<file path="src/rtl/button_events.sv">
`default_nettype none
// button_events: per-channel gesture decoder turning debounced button levels
// into single-cycle press / release / long-press / auto-repeat pulses.
module button_events #(
   parameter int N           = 5,
   parameter int HOLD_TIME   = 8,
   parameter int REPEAT_TIME = 4
) (
   input  logic         clock,
   input  logic         reset,
   input  logic [N-1:0] i_level,
   output logic [N-1:0] o_press,
   output logic [N-1:0] o_release,
   output logic [N-1:0] o_long_press,
   output logic [N-1:0] o_repeat,
   output logic [N-1:0] o_held
);

   localparam int MAX_T = (HOLD_TIME > REPEAT_TIME) ? HOLD_TIME : REPEAT_TIME;
   localparam int CW    = (MAX_T > 1) ? $clog2(MAX_T) : 1;

   localparam logic [CW-1:0] HOLD_LAST   = CW'(HOLD_TIME - 1);
   localparam logic [CW-1:0] REPEAT_LAST = CW'(REPEAT_TIME - 1);

   typedef enum logic [1:0] {
      ST_IDLE    = 2'd0,
      ST_PRESSED = 2'd1,
      ST_LONG    = 2'd2
   } state_t;

   generate
      for (genvar g = 0; g < N; g++) begin : g_ch
         state_t        r_state;
         logic [CW-1:0] r_cnt;
         logic          r_prev;
         logic          r_press;
         logic          r_release;
         logic          r_long;
         logic          r_repeat;

         always_ff @(posedge clock) begin
            if (!reset) begin
               r_state   <= ST_IDLE;
               r_cnt     <= '0;
               r_prev    <= 1'b0;
               r_press   <= 1'b0;
               r_release <= 1'b0;
               r_long    <= 1'b0;
               r_repeat  <= 1'b0;
            end else begin
               r_prev    <= i_level[g];
               r_press   <= 1'b0;
               r_release <= 1'b0;
               r_long    <= 1'b0;
               r_repeat  <= 1'b0;
               case (r_state)
                  ST_IDLE: begin
                     if (i_level[g] && !r_prev) begin
                        r_press <= 1'b1;
                        r_cnt   <= '0;
                        r_state <= ST_PRESSED;
                     end
                  end
                  // Release is tested first so it wins over a due long-press/repeat.
                  ST_PRESSED: begin
                     if (!i_level[g]) begin
                        r_release <= 1'b1;
                        r_cnt     <= '0;
                        r_state   <= ST_IDLE;
                     end else if (r_cnt == HOLD_LAST) begin
                        r_long  <= 1'b1;
                        r_cnt   <= '0;
                        r_state <= ST_LONG;
                     end else begin
                        r_cnt <= r_cnt + 1'b1;
                     end
                  end
                  ST_LONG: begin
                     if (!i_level[g]) begin
                        r_release <= 1'b1;
                        r_cnt     <= '0;
                        r_state   <= ST_IDLE;
                     end else if (r_cnt == REPEAT_LAST) begin
                        r_repeat <= 1'b1;
                        r_cnt    <= '0;
                     end else begin
                        r_cnt <= r_cnt + 1'b1;
                     end
                  end
                  default: begin
                     r_cnt   <= '0;
                     r_state <= ST_IDLE;
                  end
               endcase
            end
         end

         assign o_press[g]      = r_press;
         assign o_release[g]    = r_release;
         assign o_long_press[g] = r_long;
         assign o_repeat[g]     = r_repeat;
         assign o_held[g]       = (r_state == ST_PRESSED) || (r_state == ST_LONG);
      end
   endgenerate

endmodule
`default_nettype wire

</file>
<file path="config.mk">
export PLATFORM = sky130hd
export DESIGN_NAME = button_events
export DESIGN_NICKNAME = d
export VERILOG_FILES = /design/src/rtl/button_events.sv
export SDC_FILE = /design/constraint.sdc
export NUM_CORES = 1
export LEC_CHECK = 0
export CORE_AREA = 5 5 76 78
export DETAILED_ROUTE_END_ITERATION = 16
export DIE_AREA = 0 0 81 83
export GPL_TIMING_DRIVEN = 0
export HOLD_SLACK_MARGIN = 0.02
export PLACE_DENSITY_LB_ADDON = 0.15
export SLEW_MARGIN = 30
export SYNTH_ARGS = -nofsm -noshare
export SYNTH_HDL_FRONTEND = slang
export SYNTH_SLANG_ARGS = --single-unit
</file>
<file path="constraint.sdc">
create_clock -name clock -period 1.83 [get_ports clock]
set_clock_uncertainty 0.1 [all_clocks]
set_input_delay 0.2745 -clock clock [delete_from_list [all_inputs] [get_ports clock]]
set_output_delay 0.2745 -clock clock [all_outputs]
set_load 0.1 [all_outputs]
</file>
* Word level (Yosys, flattened, before mapping)
Index checks and enable logic that the tools add are counted.
** Word-level totals
- Flip-flop bits (word level) :: 50
- Output and inout bits :: 25
- Logic and storage cells :: 200
** Operators by class
- Add/subtract/negate cells :: 5
- Equal/unequal tests :: 35
- Mux-type cells :: 75
- Reductions and logical operators :: 50
** Operator list (count)
- 3-bit 2-to-1 mux :: 25
- 3-bit case mux with 3 select lines :: 5
- 3-bit AND reduction :: 15
- 2-bit 2-to-1 mux :: 20
- 2-bit case mux with 3 select lines :: 5
- 1-bit 2-to-1 mux :: 20
- 2-bit != test (second input constant) :: 10
- 2-bit AND reduction :: 10
- 3-bit by 1-bit adder with 3-bit output (second input constant) :: 5
- 3-bit by 2-bit == test with 1-bit output (second input constant) :: 5
- 3-bit == test (second input constant) :: 5
- 3-bit != test (second input constant) :: 5
- 2-bit by 1-bit == test with 1-bit output (second input constant) :: 5
- 2-bit == test (second input constant) :: 5
- 2-bit logical NOT :: 5
- 2-bit OR reduction :: 5
- 1-bit logical AND :: 5
- 1-bit logical NOT :: 5
- 1-bit logical OR :: 5

* Longest topological paths before layout
Gate-level depths: netlist of run 1.
- Word-level depth :: 4
- Gate-level depth with buffers :: 7
- Depth with buffers taken out :: 7

* Worst setup path after synthesis of run 1
Ideal clock, no wire load.
- Path kind :: reg2reg
- Start :: reg g_ch[2].r_state[0]
- End :: reg g_ch[2].r_cnt[0]
- Library setup time :: 0.076 ns
- Data arrival time :: 1.863 ns
- Data required time :: 1.654 ns
- Slack :: -0.208 ns
- Cell stages (with the launch flop) :: 7
- Period minus slack after synthesis :: 2.038 ns
- Cells stage by stage :: dfxtp_1 > inv_1 > ha_1 > o211ai_1 > a21oi_1 > nand3b_1 > a21boi_0
** On the way
- Word-level cells in the longest chain between the ends :: 2
- Elaborated cells between the ends (all ways) :: 5
- Classes of those cells :: eq/ne: 3; mux: 1; reduce/logical: 1
** RTL lines
- start, declared :: RTL line 33 : state_t r_state;
- start signal, assigned :: RTL line 43 : r_state <= ST_IDLE;
- start signal, assigned :: RTL line 61 : r_state <= ST_PRESSED;
- start signal, assigned :: RTL line 69 : r_state <= ST_IDLE;
- 2-bit == test, or another cell as far along :: RTL line 56 : case (r_state)
- 3-bit case mux with 3 select lines / 2-bit != test (equally long branches)
- end signal, assigned :: RTL line 75 : r_cnt <= r_cnt + 1'b1;
- end signal, assigned :: RTL line 87 : r_cnt <= r_cnt + 1'b1;
- end, declared :: RTL line 34 : logic [CW-1:0] r_cnt;
Parallel ways exist; a longest one is shown, timed or not.
A chain may end at the register's enable or synchronous reset.

* Worst setup path after layout of run 1
- Start :: reg g_ch[0].r_state[1]
- End :: out o_held[0]
** On the way
- Word-level cells in the longest chain between the ends :: 2
- Elaborated cells between the ends (all ways) :: 3
- Classes of those cells :: eq/ne: 2; reduce/logical: 1
** RTL lines
- start, declared :: RTL line 33
- start signal, assigned :: RTL line 43
- start signal, assigned :: RTL line 61
- start signal, assigned :: RTL line 69
- 2-bit by 1-bit == test with 1-bit output / 2-bit == test (equally long branches) :: RTL line 102 : assign o_held[g] = (r_state == ST_PRESSED) || (r_state == ST_LONG);
- 1-bit logical OR (*) :: RTL line 102
- end, declared :: RTL line 16 : output logic [N-1:0] o_held
Mark *: on every way between the ends. The rest lies on a longest branch, timed or not.

==> results of run 1 <==
## registers in the layout (all words and copies together) (netlist names)
| name | cells |
|---|---|
| g_ch.r_cnt | 15 |
| g_ch.r_long | 5 |
| g_ch.r_press | 5 |
| g_ch.r_prev | 5 |
| g_ch.r_release | 5 |
| g_ch.r_repeat | 5 |
| g_ch.r_state | 10 |
## metal layers
| metal | vias up | GRT usage [%] |
|---|---|---|
| met5 | - | 0 |
| met3 | 4 | 3.68 |
| met1 | 935 | 19.3 |
| met4 | 0 | 4.92 |
| met2 | 29 | 25.6 |
| li1 | 1069 | - |
## placed cells by master, fill, tap and decap left out, types with 2 or more instances in the layout
master | synthesis | final
a21boi_0 | 7 | 7
a21oi_1 | 8 | 8
a22oi_1 | 3 | 3
and2_1 | 6 | 6
and3_1 | 4 | 4
buf_2 | 2 | 2
buf_4 | 20 | 20
buf_6 | 1 | 5
clkbuf_1 | 3 | 3
clkbuf_8 | 0 | 7
clkdlybuf4s15_2 | 0 | 20
clkdlybuf4s50_1 | 0 | 6
dfxtp_1 | 50 | 50
ha_1 | 35 | 30
ha_2 | 0 | 5
inv_1 | 30 | 30
mux2i_1 | 7 | 7
nand2_1 | 40 | 40
nand2b_1 | 6 | 6
nand3_1 | 8 | 8
nand3b_1 | 5 | 5
nand4_1 | 3 | 3
nor2_1 | 9 | 9
nor2b_1 | 4 | 4
nor3_1 | 2 | 2
nor3b_1 | 2 | 2
nor4_1 | 2 | 2
o2111ai_1 | 2 | 2
o211ai_1 | 2 | 2
o21a_1 | 4 | 4
o21ai_0 | 12 | 12
o22ai_1 | 2 | 2
## worst min-delay path, delay by kind of cell, from the launching register on
| family | cells | cell delay [ns] |
|---|---|---|
| and+or+nand+nor | 1 | 0.06 |
| DFF | 1 | 0.34 |
| muxes | 1 | 0.05 |
## through the flow
stage               instance area, um2  worst slack, ns  utilization, %  hold slack, ns
floorplan                         2690           0.0513               -           0.247
finish                            3230           0.0855            64.5           0.384
detailed placement                3090           -0.491            61.7           0.373
global placement                  3090           -0.480            61.7           0.366
CTS                               3210           0.0105            64.0           0.385
global route                      3230          0.00685            64.5           0.421
## worst paths after layout
path | start | to | slack (ns)
max | g_ch[0].r_state[1] | o_held[0] | 0.09
min | g_ch[0].r_state[0] | g_ch[0].r_state[0] | 0.38
max reg2reg | g_ch[4].r_state[0] | g_ch[4].r_cnt[0] | 0.14
min reg2reg | g_ch[0].r_state[0] | g_ch[0].r_state[0] | 0.38
## cell families (layout without fill, tap and decap cells)
kind of cell / count (synthesis) / after routing / share of synthesized area, %
and+or+nand+nor: 97 / 97 / 18.5
buffers and inverters: 57 / 96 / 11.2
AOI/OAI and AO/OA: 53 / 53 / 14.1
DFF: 50 / 50 / 37.3
adders and majority gates: 35 / 35 / 16.3
muxes: 7 / 7 / 2.61
## area by class of cell
cell class / count / share of cell area (%)
plain buffers: 27 / 5.77
repair buffers: 31 / 10.7
inverters: 30 / 3.49
clock buffers: 7 / 2.98
multi-input cells: 192 / 43.1
clock inverters: 1 / 0.271
well taps: 70 / 2.71
flip-flops and latches: 50 / 31.0
## power groups by stage
| stage | clock, mW | sequential (mW) | combinational (mW) |
|---|---|---|---|
| floorplan | 0 | 1.22 | 1.01 |
| global placement | 0 | 1.23 | 1.23 |
| detailed placement | 0 | 1.23 | 1.24 |
| CTS | 0.725 | 1.21 | 1.22 |
| global route | 0.777 | 1.22 | 1.37 |
| finish | 0.704 | 1.21 | 1.27 |
## repair_timing
action / 4_1_cts / 5_1_grt
endpoints found under the setup margin: 25 / 5
gates resized for setup: 90 / 6
cloned: 0 / 0
hold buffers: 0 / 0
==> results.py, run 1 <==
metrics = {
    "drt": {
        "route.met3.wl_um": 147,
        "drc": 0,
        "route.met2.wl_um": 2320,
        "drt-met1-wl_um": 2300,
        "antenna_left": 0,
        "viasPerCell": 4.99,
        "via_count": 2037,
        "wl_per_cell_um": 11.8,
        "top_layer": "met4",
        "dr.pass1.iters": 6,
        "totalWireLength_um": 4810,
        "drt_iter0_drc": 68,
    },
    "clock_tree": {
        "clockBufferDepth": 2,
        "cts.htree.levels": 2,
        "cts_made_buffers": 5,
        "clock_latency_ns": 0.30,
        "clkTransAtPathRegs_ns": 0.09,
        "cts_setup_buffers": 0,
        "cts_sinks": 50,
        "cts_tree": "done",
        "root_buffer": "clkbuf_8",
    },
    "critical_path": {
        "cp.depth": 3,
        "crit_slowest_cell": "ha_2",
        "path_delay_family": "adder cells",
        "crit_arrival_ns": 1.37,
        "cp.required_ns": 1.46,
        "max_stage_delay_ns": 0.40,
        "endpoint_kind": "output pin",
        "crit_path_cell_trace": "inv_1, ha_2, buf_8",
        "reg2reg_depth": 6,
        "startpoint_type": "register",
        "cp_num_buf_inv": 2,
        "crit_type": "register to output pin",
        "crit_fanout": 5,
    },
    "finish": {
        "antenna_cells": 0,
        "area_delta_synth_final_pct": 20.5,
        "multi_input_area_um2": 1390,
        "seq_area_um2": 1000,
        "nNetsFinal": 379,
        "stdcell_count": 408,
        "drive_above_1_share_pct": 20.1,
        "fillCellCount": 458,
    },
    "grt": {
        "grt_start_max_net_pins": 16,
        "grt_pass1_wl_um": 8480,
        "track_usage_pct": 15.4,
        "grt_antenna_before_repair": 0,
        "grt_pass1_vias": 1949,
        "grt-ovfl-total": 0,
    },
    "power_and_ir_drop": {
        "power-per-cell-area_nw_per_um2": 986,
        "clkPwrFrac_pct": 22.1,
        "power_frac_seq_pct": 38.0,
        "p_sw_share_pct": 39.7,
        "power.switching_mw": 1.26,
        "p_int_mw": 1.92,
        "combPwrFrac_pct": 39.9,
        "leakagePower_nw": 1.35,
        "vdd.ir_drop.worst_v": 0.000733,
        "total_power_mw": 3.18,
    },
    "timing": {
        "hold_viol": 0,
        "drv_slew": 0,
        "period_needed_ns": 1.74,
        "setup_violations": 0,
        "setup_tns_ns": 0,
        "finalCritPeriodShare_pct": 95.3,
        "rsz0062_at_grt": "no",
        "max_freq_mhz": 573,
        "maxSlewHeadroom_pct": 61.0,
        "tightestPinTransition_ns": 0.579,
    },
    "floorplan": {
        "row_count": 26,
        "die_h_um": 83,
        "die_w_um": 81,
        "die_area_um2": 6720,
        "pin_count": 32,
        "initial_core_util_pct": 53.5,
        "coreArea_um2": 5010,
    },
    "logic_synthesis": {
        "synth_top_cells_by_count": "50 x dfxtp_1, 40 x nand2_1, 35 x ha_1",
        "synthArstFlopShare_pct": 0,
        "ys_seq_area_share_pct": 37.3,
        "yosysTopAreaCellShare_pct": 37.3,
        "synth-seq-cells": 50,
        "netlist_area_um2": 2680,
        "synth_top_area_cell": "dfxtp_1",
        "synth_most_common_cell": "dfxtp_1",
        "yosys_warnings": 0,
        "syn_nets": 341,
        "syn-instance-count": 299,
        "yosysUniqueCellTypes": 48,
        "synth_edf_count": 0,
        "ys.flop_type": "dfxtp_1",
        "synthTopCellsByArea": "dfxtp_1 37%, ha_1 16%, buf_4 5.6%",
        "synth.avg_cell_area_um2": 8.96,
    },
    "min_path": {
        "min_path_type": "register to register",
        "whs_path_depth": 2,
    },
    "run": {
        "drv_cap": 0,
    },
    "placement": {
        "place_inst": 400,
        "portBuffers": 31,
        "finalWeightedCongestion": 0.818,
        "hpwl_um": 3600,
    },
    "run_status": {
        "status": "finished, final reports clean",
    },
}
Power figures use the tool's default switching activity.
==> run 2, diff against run 1 <==
Settings changed: CTS_CLUSTER_DIAMETER from default to 150.
==> results of run 2 <==
Final layout, timing and power as in run 1 (identical DEF).
